$ cat config.mk
export PLATFORM = sky130hd
export DESIGN_NAME = tcdm_bank_arbiter
export DESIGN_NICKNAME = d
export VERILOG_FILES = /design/src/rtl/mempool_pkg.sv /design/src/rtl/tcdm_bank_arbiter_sel.sv /design/src/rtl/tcdm_bank_arbiter.sv
export SDC_FILE = /design/constraint.sdc
export NUM_CORES = 1
export LEC_CHECK = 0
export CAP_MARGIN = 15
export CORE_AREA = 2 2 182 184
export DETAILED_ROUTE_END_ITERATION = 8
export DIE_AREA = 0 0 184 186
export DONT_BUFFER_PORTS = 1
export HOLD_SLACK_MARGIN = 0.12
export PLACE_DENSITY = 0.3
export SYNTH_ARGS = -nofsm -noshare
export SYNTH_HDL_FRONTEND = slang
export SYNTH_HIERARCHICAL = 1
export SYNTH_SLANG_ARGS = --single-unit
$ cat constraint.sdc
create_clock -name clk_i -period 2.2 [get_ports clk_i]
set_input_delay 0 -clock clk_i [delete_from_list [all_inputs] [get_ports clk_i]]
set_output_delay 0 -clock clk_i [all_outputs]
set_load 0.02 [all_outputs]
$ cat src/rtl/mempool_pkg.sv
// mempool_pkg: shared constants, types and helpers for the TCDM bank arbiter.
//
// Contents:
//   idx_width()           - index width for N items (at least 1 bit)
//   tcdm_expects_rsp()    - true when a request is answered by the adapter
//   TcdmArbMaxOutstanding - default in-flight response budget per requester
//   tcdm_arb_idx_t        - requester index type for the tile's arbiter,
//                           NumIn = NumCoresPerTile + NumGroups
package mempool_pkg;

  localparam int unsigned NumCoresPerTile = 4;
  localparam int unsigned NumGroups       = 4;

  // Width needed to index num_idx items; a single item still gets one bit.
  function automatic int unsigned idx_width(input int unsigned num_idx);
    return (num_idx > 32'd1) ? unsigned'($clog2(num_idx)) : 32'd1;
  endfunction

  // Loads, AMOs, LR and SC are answered; only a plain store is not.
  function automatic logic tcdm_expects_rsp(input logic write, input logic [3:0] amo);
    return !write || (amo != 4'h0);
  endfunction

  localparam int unsigned TcdmArbMaxOutstanding = 2;
  localparam int unsigned TcdmArbNumIn          = NumCoresPerTile + NumGroups;

  typedef logic [idx_width(TcdmArbNumIn)-1:0] tcdm_arb_idx_t;

endpackage

$ cat src/rtl/tcdm_bank_arbiter_sel.sv
// tcdm_bank_arbiter_sel: combinational leading-eligible selection.
//
// Scans the eligible vector starting at start_i and wrapping modulo NumIn;
// the first eligible index found wins.
//
// Ports:
//   eligible_i [NumIn]    - per-requester eligibility
//   start_i    [IdxWidth] - index with the highest priority (< NumIn)
//   valid_o               - at least one requester is eligible
//   idx_o      [IdxWidth] - winning index (0 when valid_o is low)
module tcdm_bank_arbiter_sel
  import mempool_pkg::*;
#(
  parameter int unsigned NumIn    = 4,
  parameter int unsigned IdxWidth = idx_width(NumIn)
) (
  input  logic [NumIn-1:0]    eligible_i,
  input  logic [IdxWidth-1:0] start_i,
  output logic                valid_o,
  output logic [IdxWidth-1:0] idx_o
);

  int                  cand;
  logic [IdxWidth-1:0] cand_idx;

  always_comb begin
    valid_o  = 1'b0;
    idx_o    = '0;
    cand     = 0;
    cand_idx = '0;
    for (int k = 0; k < int'(NumIn); k++) begin
      // start_i < NumIn, so one conditional subtraction is enough to wrap.
      cand = int'(start_i) + k;
      if (cand >= int'(NumIn)) begin
        cand = cand - int'(NumIn);
      end
      cand_idx = IdxWidth'(cand);
      if (!valid_o && eligible_i[cand_idx]) begin
        valid_o = 1'b1;
        idx_o   = cand_idx;
      end
    end
  end

endmodule

$ cat src/rtl/tcdm_bank_arbiter.sv
// tcdm_bank_arbiter: shares one TCDM bank adapter port between NumIn
// valid/ready requesters and routes responses back by tag.
//
// The requester index is appended in the LSBs of the outgoing metadata and
// responses are steered by that tag, so the adapter may answer out of order
// (deferred LR responses). Per-requester counters bound the responses in
// flight; a grant lock holds the output steady while the adapter stalls.
//
// Configuration macro:
//   TCDM_BANK_ARB_RR_EN - round-robin priority (prio_q); when undefined the
//                         lowest eligible index wins.
//
// Ports:
//   clk_i, rst_ni          - clock, asynchronous active-low reset
//   req_*  [NumIn]         - requests from the requesters (valid/ready)
//   rsp_*  [NumIn]         - responses back to the requesters (valid/ready;
//                            rdata/meta broadcast)
//   out_*                  - request towards the bank adapter; out_meta_o is
//                            {req_meta, idx}
//   in_*                   - response from the bank adapter; in_meta_i LSBs
//                            carry the requester tag
//
// Handshake rule for every valid/ready pair: a transfer happens in a cycle
// where valid and ready are both high; once valid is raised the sender keeps
// it and its payload stable until that transfer.
module tcdm_bank_arbiter
  import mempool_pkg::*;
#(
  parameter int unsigned NumIn          = 4,
  parameter int unsigned AddrWidth      = 32,
  parameter int unsigned DataWidth      = 32,
  parameter type         metadata_t     = logic,
  parameter int unsigned MaxOutstanding = TcdmArbMaxOutstanding,
  // Derived; do not override.
  parameter int unsigned IdxWidth       = idx_width(NumIn),
  parameter int unsigned BeWidth        = DataWidth / 8
) (
  input  logic                                  clk_i,
  input  logic                                  rst_ni,
  // Requesters
  input  logic [NumIn-1:0]                      req_valid_i,
  output logic [NumIn-1:0]                      req_ready_o,
  input  logic [AddrWidth-1:0]                  req_addr_i  [NumIn],
  input  logic [3:0]                            req_amo_i   [NumIn],
  input  logic [NumIn-1:0]                      req_write_i,
  input  logic [DataWidth-1:0]                  req_wdata_i [NumIn],
  input  logic [BeWidth-1:0]                    req_be_i    [NumIn],
  input  metadata_t                             req_meta_i  [NumIn],
  // Responses to requesters
  output logic [NumIn-1:0]                      rsp_valid_o,
  input  logic [NumIn-1:0]                      rsp_ready_i,
  output logic [DataWidth-1:0]                  rsp_rdata_o,
  output metadata_t                             rsp_meta_o,
  // Request to the bank adapter
  output logic                                  out_valid_o,
  input  logic                                  out_ready_i,
  output logic [AddrWidth-1:0]                  out_addr_o,
  output logic [3:0]                            out_amo_o,
  output logic                                  out_write_o,
  output logic [DataWidth-1:0]                  out_wdata_o,
  output logic [BeWidth-1:0]                    out_be_o,
  output logic [$bits(metadata_t)+IdxWidth-1:0] out_meta_o,
  // Response from the bank adapter
  input  logic                                  in_valid_i,
  output logic                                  in_ready_o,
  input  logic [DataWidth-1:0]                  in_rdata_i,
  input  logic [$bits(metadata_t)+IdxWidth-1:0] in_meta_i
);

  localparam int unsigned CntWidth  = idx_width(MaxOutstanding + 1);
  localparam int unsigned MetaWidth = $bits(metadata_t);

  typedef logic [CntWidth-1:0] cnt_t;
  typedef logic [IdxWidth-1:0] idx_t;

  // ---------------------------------------------------------------------
  // State
  // ---------------------------------------------------------------------
  cnt_t cnt_q [NumIn];
  cnt_t cnt_d [NumIn];
  logic lock_q, lock_d;
  idx_t lock_idx_q, lock_idx_d;

  // ---------------------------------------------------------------------
  // Eligibility and selection
  // ---------------------------------------------------------------------
  logic [NumIn-1:0] eligible;
  idx_t             arb_start;
  idx_t             arb_idx;
  logic             arb_valid;
  idx_t             sel;
  logic             req_hs;

  // Registered count only: a response arriving in the same cycle does not
  // make a full requester eligible until the next cycle.
  always_comb begin
    eligible = '0;
    for (int i = 0; i < int'(NumIn); i++) begin
      eligible[i] = req_valid_i[i] && (cnt_q[i] < cnt_t'(MaxOutstanding));
    end
  end

`ifdef TCDM_BANK_ARB_RR_EN
  idx_t prio_q, prio_d;

  assign arb_start = prio_q;

  // Highest priority moves to the requester after the one just served.
  always_comb begin
    prio_d = prio_q;
    if (req_hs) begin
      prio_d = (sel == idx_t'(NumIn - 1)) ? '0 : idx_t'(sel + idx_t'(1));
    end
  end

  always_ff @(posedge clk_i or negedge rst_ni) begin
    if (!rst_ni) begin
      prio_q <= '0;
    end else begin
      prio_q <= prio_d;
    end
  end
`else
  assign arb_start = '0;
`endif

  tcdm_bank_arbiter_sel #(
    .NumIn    (NumIn),
    .IdxWidth (IdxWidth)
  ) i_sel (
    .eligible_i (eligible),
    .start_i    (arb_start),
    .valid_o    (arb_valid),
    .idx_o      (arb_idx)
  );

  // A stalled grant stays on its requester until it is accepted.
  assign sel         = lock_q ? lock_idx_q : arb_idx;
  assign out_valid_o = lock_q || arb_valid;
  assign req_hs      = out_valid_o && out_ready_i;

  assign out_addr_o  = req_addr_i[sel];
  assign out_amo_o   = req_amo_i[sel];
  assign out_write_o = req_write_i[sel];
  assign out_wdata_o = req_wdata_i[sel];
  assign out_be_o    = req_be_i[sel];
  assign out_meta_o  = {req_meta_i[sel], sel};

  // Ready is also qualified with out_valid_o: when nothing is eligible, sel
  // still points somewhere, and a valid-but-ineligible requester there must
  // not see a transfer that never reaches the adapter.
  always_comb begin
    req_ready_o = '0;
    for (int i = 0; i < int'(NumIn); i++) begin
      req_ready_o[i] = out_ready_i && out_valid_o && (sel == idx_t'(i));
    end
  end

  // ---------------------------------------------------------------------
  // Lock
  // ---------------------------------------------------------------------
  always_comb begin
    lock_d     = out_valid_o && !out_ready_i;
    lock_idx_d = lock_idx_q;
    if (out_valid_o && !out_ready_i) begin
      lock_idx_d = sel;
    end
  end

  // ---------------------------------------------------------------------
  // Response routing (purely combinational)
  // ---------------------------------------------------------------------
  idx_t tag;
  logic tag_ok;
  logic rsp_hs;

  assign tag         = in_meta_i[IdxWidth-1:0];
  assign tag_ok      = int'(tag) < int'(NumIn);
  assign in_ready_o  = tag_ok && rsp_ready_i[tag];
  assign rsp_hs      = in_valid_i && in_ready_o;
  assign rsp_rdata_o = in_rdata_i;
  assign rsp_meta_o  = metadata_t'(in_meta_i[MetaWidth+IdxWidth-1:IdxWidth]);

  always_comb begin
    rsp_valid_o = '0;
    for (int i = 0; i < int'(NumIn); i++) begin
      rsp_valid_o[i] = in_valid_i && (tag == idx_t'(i));
    end
  end

  // ---------------------------------------------------------------------
  // Outstanding counters
  // ---------------------------------------------------------------------
  logic [NumIn-1:0] cnt_inc;
  logic [NumIn-1:0] cnt_dec;

  always_comb begin
    cnt_inc = '0;
    cnt_dec = '0;
    for (int i = 0; i < int'(NumIn); i++) begin
      cnt_inc[i] = req_hs && (sel == idx_t'(i)) &&
                   tcdm_expects_rsp(req_write_i[i], req_amo_i[i]);
      cnt_dec[i] = rsp_hs && (tag == idx_t'(i));
    end
  end

  always_comb begin
    for (int i = 0; i < int'(NumIn); i++) begin
      cnt_d[i] = cnt_q[i];
      if (cnt_inc[i] && !cnt_dec[i]) begin
        cnt_d[i] = cnt_q[i] + cnt_t'(1);
      end else if (cnt_dec[i] && !cnt_inc[i]) begin
        cnt_d[i] = cnt_q[i] - cnt_t'(1);
      end
    end
  end

  always_ff @(posedge clk_i or negedge rst_ni) begin
    if (!rst_ni) begin
      for (int i = 0; i < int'(NumIn); i++) begin
        cnt_q[i] <= '0;
      end
      lock_q     <= 1'b0;
      lock_idx_q <= '0;
    end else begin
      for (int i = 0; i < int'(NumIn); i++) begin
        cnt_q[i] <= cnt_d[i];
      end
      lock_q     <= lock_d;
      lock_idx_q <= lock_idx_d;
    end
  end

  // ---------------------------------------------------------------------
  // Invariants
  // ---------------------------------------------------------------------
`ifndef SYNTHESIS
  for (genvar g = 0; g < int'(NumIn); g++) begin : g_cnt_chk
    cnt_no_overflow: assert property (@(posedge clk_i) disable iff (!rst_ni)
      (cnt_inc[g] && !cnt_dec[g]) |-> (cnt_q[g] < cnt_t'(MaxOutstanding)));
    cnt_no_underflow: assert property (@(posedge clk_i) disable iff (!rst_ni)
      (cnt_dec[g] && !cnt_inc[g]) |-> (cnt_q[g] != '0));
  end

  lock_holds_valid: assert property (@(posedge clk_i) disable iff (!rst_ni)
    lock_q |-> req_valid_i[lock_idx_q]);
`endif

endmodule
==> flow_summary.ini <==
[global_routing]
grt_start_max_net_pins = 22
grt.busiest_layer = met2
grt_pass1_wl_mm = 22.3
gr-total-overflow = 0
grtUsageMet2 = 0.184
grt_use_met1 = 0.0863
grt_pass1_vias = 3593
grt_antenna_before_repair = 5
grt_usage = 0.0879
grtUsageMet3 = 0.0174

[timing]
hold_viol = 0
max_freq_mhz = 401
skew_ps = 1.92
worst_pin_slew_ps = 684
hold_ws_ps = 144
max-slew-margin-rel = 0.540
setup_tns_ps = -15460
fin_crit_ps = 2490
maxSlewViolCount = 0
fin_ws_ps = -293
fin_crit_sh = 1.13
setup_violations = 84
rsz0062_at_grt = true

[yosys]
synthMuxAreaShare = 0.638
synth_top_family_by_area = multiplexers
netlist_instances = 370
ys_seq_elements = 11
synth_compound_area_frac = 0.0270
yosysSeqAreaShare = 0.0770
yosys_warnings = 6
synth_edf_count = 0
synthXorXnorAreaFrac = 0.0294
ys.flop_type = dfrtp_1
synth_area_um2 = 3570
syn_avg_cell_area_um2 = 9.66
synth.distinct_cells = 33
async_flop_share = 1.00
synthAdderAreaFrac = 0.0140
synth_simple_gate_area_frac = 0.0501

[routing]
drt_wl_total_mm = 18.3
drt_iter0_drc = 88
first_pass_iters = 4
postRouteAntennaNets = 0
route.detailed.drc = 0
vias_per_cell = 3.89
vias = 3564
drt-wirelength-per-cell_um = 19.9

[worst_setup_path]
path_delay_family = buffers and inverters
path_max_fanout = 8
worstReg2RegStart = cnt_q[5]
startpoint_type = flip-flop
crit_path_end_kind = output port
slowest_stage = dfrtp_1
worstSetupPathType = flip-flop to output port
crit_path_cell_trace = nor2b_2 -> inv_2 -> a221o_1 -> a21oi_2 -> mux2_8 -> buf_12 -> buf_16 -> buf_8 -> mux2i_4 -> mux2i_1 -> buf_4
max_stage_delay_ps = 380
worst-path-buf-inv = 5
worstPathArrival_ps = 2490
critPathLaunch = cnt_q[5]
required_ps = 2200

[clock_network]
clock_sinks = 11
worstSkewPairLatency_ps = 240
clockBufferDepth = 2
cts_tree = yes
cts-root-buf = clkbuf_16
path_clk_slew_ps = 40
cts_buffers = 3
cts-htree-levels = 1

[outcome]
status = complete, but fails checks
violations = setup timing

[cells_and_area]
final_layout_size_suffix_gt1_frac = 0.398
fin_nets = 853
fill_cells = 3540
syn2layout_area_growth_pct = 69.0

[floorplan]
die_w_um = 184
ios = 462
initial_core_util = 0.111
die-area_um2 = 34200
row_count = 66
coreArea_um2 = 32200
die_y_um = 186

[place]
io_buffers = 0
place.gp.congestion = 0.737
dpl.hpwl_mm = 12.9

[hold_path]
hp-class = input port to output port
hold_start = in_meta_i[0]

[power]
irDropWorstVdd_mv = 0.507
leakagePower_uw = 0.00268
powerDensity_nw_per_um2 = 1450

[flow_run]
cap_violations = 0
==> area by class of cell <==
class                   count  area, µm²  area share
multi-input cells         298       3010       0.498
flip-flops and latches     11        275      0.0456
clock buffers               4       78.8      0.0131
diodes                      4       10.0     0.00166
inverters                   7       26.3     0.00435
well taps                 408        510      0.0845
repair buffers            185       2130       0.353
==> path summary, 6_finish.rpt <==
path / endpoint / slack [ps] / cells past startpoint
worst max-delay path: out_wdata_o[28] / -290 / 11
worst min-delay path: rsp_valid_o[1] / 140 / 2
worst max register to register: cnt_q[1] / -170 / 12
worst min register to register: cnt_q[2] / 480 / 1
max in group asynchronous: lock_idx_q[0] / 1640 / 1
min in group asynchronous: cnt_q[2] / 190 / 1
==> stage by stage <==
stage                     power (µW)   util  instances  worst slack [ps]  instance area [µm²]
after detailed placement        6170  0.138        826              -352                 4450
final                           8730  0.188        917              -293                 6040
after floorplan                 4590      -        376              17.3                 3610
after global routing            9200  0.187        916              -392                 6040
after CTS                       8480  0.180        903              -346                 5800
after global placement          6080  0.138        826              -380                 4450
==> layer usage <==
metal  share of wire  up-vias
met5         0.00071        -
met4           0.029        2
met3           0.082       22
li1                -     1602
met2            0.54      265
met1            0.34     1673
==> state kept, by name, indices dropped and copies added, names as in the netlist <==
signal and flops:
cnt_q 8, lock_idx_q 2, lock_q 1
==> layout by cell type (no fill, tap or decap), types with 4 or more instances in the layout <==
cell type / n
mux2i_1: 203
buf_4: 96
dlygate4sd3_1: 36
buf_12: 14
buf_16: 13
buf_6: 13
dfrtp_1: 11
mux2i_4: 10
mux2i_2: 10
clkbuf_16: 10
xor2_1: 7
conb_1: 7
nand2_1: 6
buf_8: 6
nor2_2: 5
diode_2: 4
nor4_1: 4
a211oi_2: 4
inv_1: 4
xnor2_1: 4
==> cell families after synthesis <==
group,after synthesis
adders and majority gates,4
xor gates and xnor gates,12
muxes,226
and+or+nand+nor,34
DFF,11
buffers and inverters,67
AOI/OAI and AO/OA,15
other,1
==> cells in the mapped netlist (all sizes together) (2+ instances only) <==
cell type  instances  share of area
a211oi             4         0.0084
a21oi              4         0.0056
and3b              2         0.0049
buf               60           0.16
dfrtp             11          0.077
ha                 4          0.014
inv                7         0.0074
mux2               2         0.0073
mux2i            223           0.62
nand2              6         0.0063
nor2              10          0.011
nor2b              5         0.0088
nor3b              2         0.0042
nor4               4         0.0070
o21ai              4         0.0056
xnor2              4         0.0098
xor2               8          0.020
==> what timing repair did <==
action	4_1_cts	5_1_grt
hold buffers	36	0
endpoints found under the hold margin	47	0
resized for setup	66	38
setup buffers	23	13
cloned	14	8
endpoints found under the setup margin	84	85
pin swaps	16	10
==> power by group <==
group	internal, µW	leakage, µW	switching (µW)
Clock	244	0.0000382	92.5
Combinational	4250	0.00251	3750
Sequential	302	0.000132	89.2
Total	4800	0.00268	3930
(Power assumes the default switching activity.)
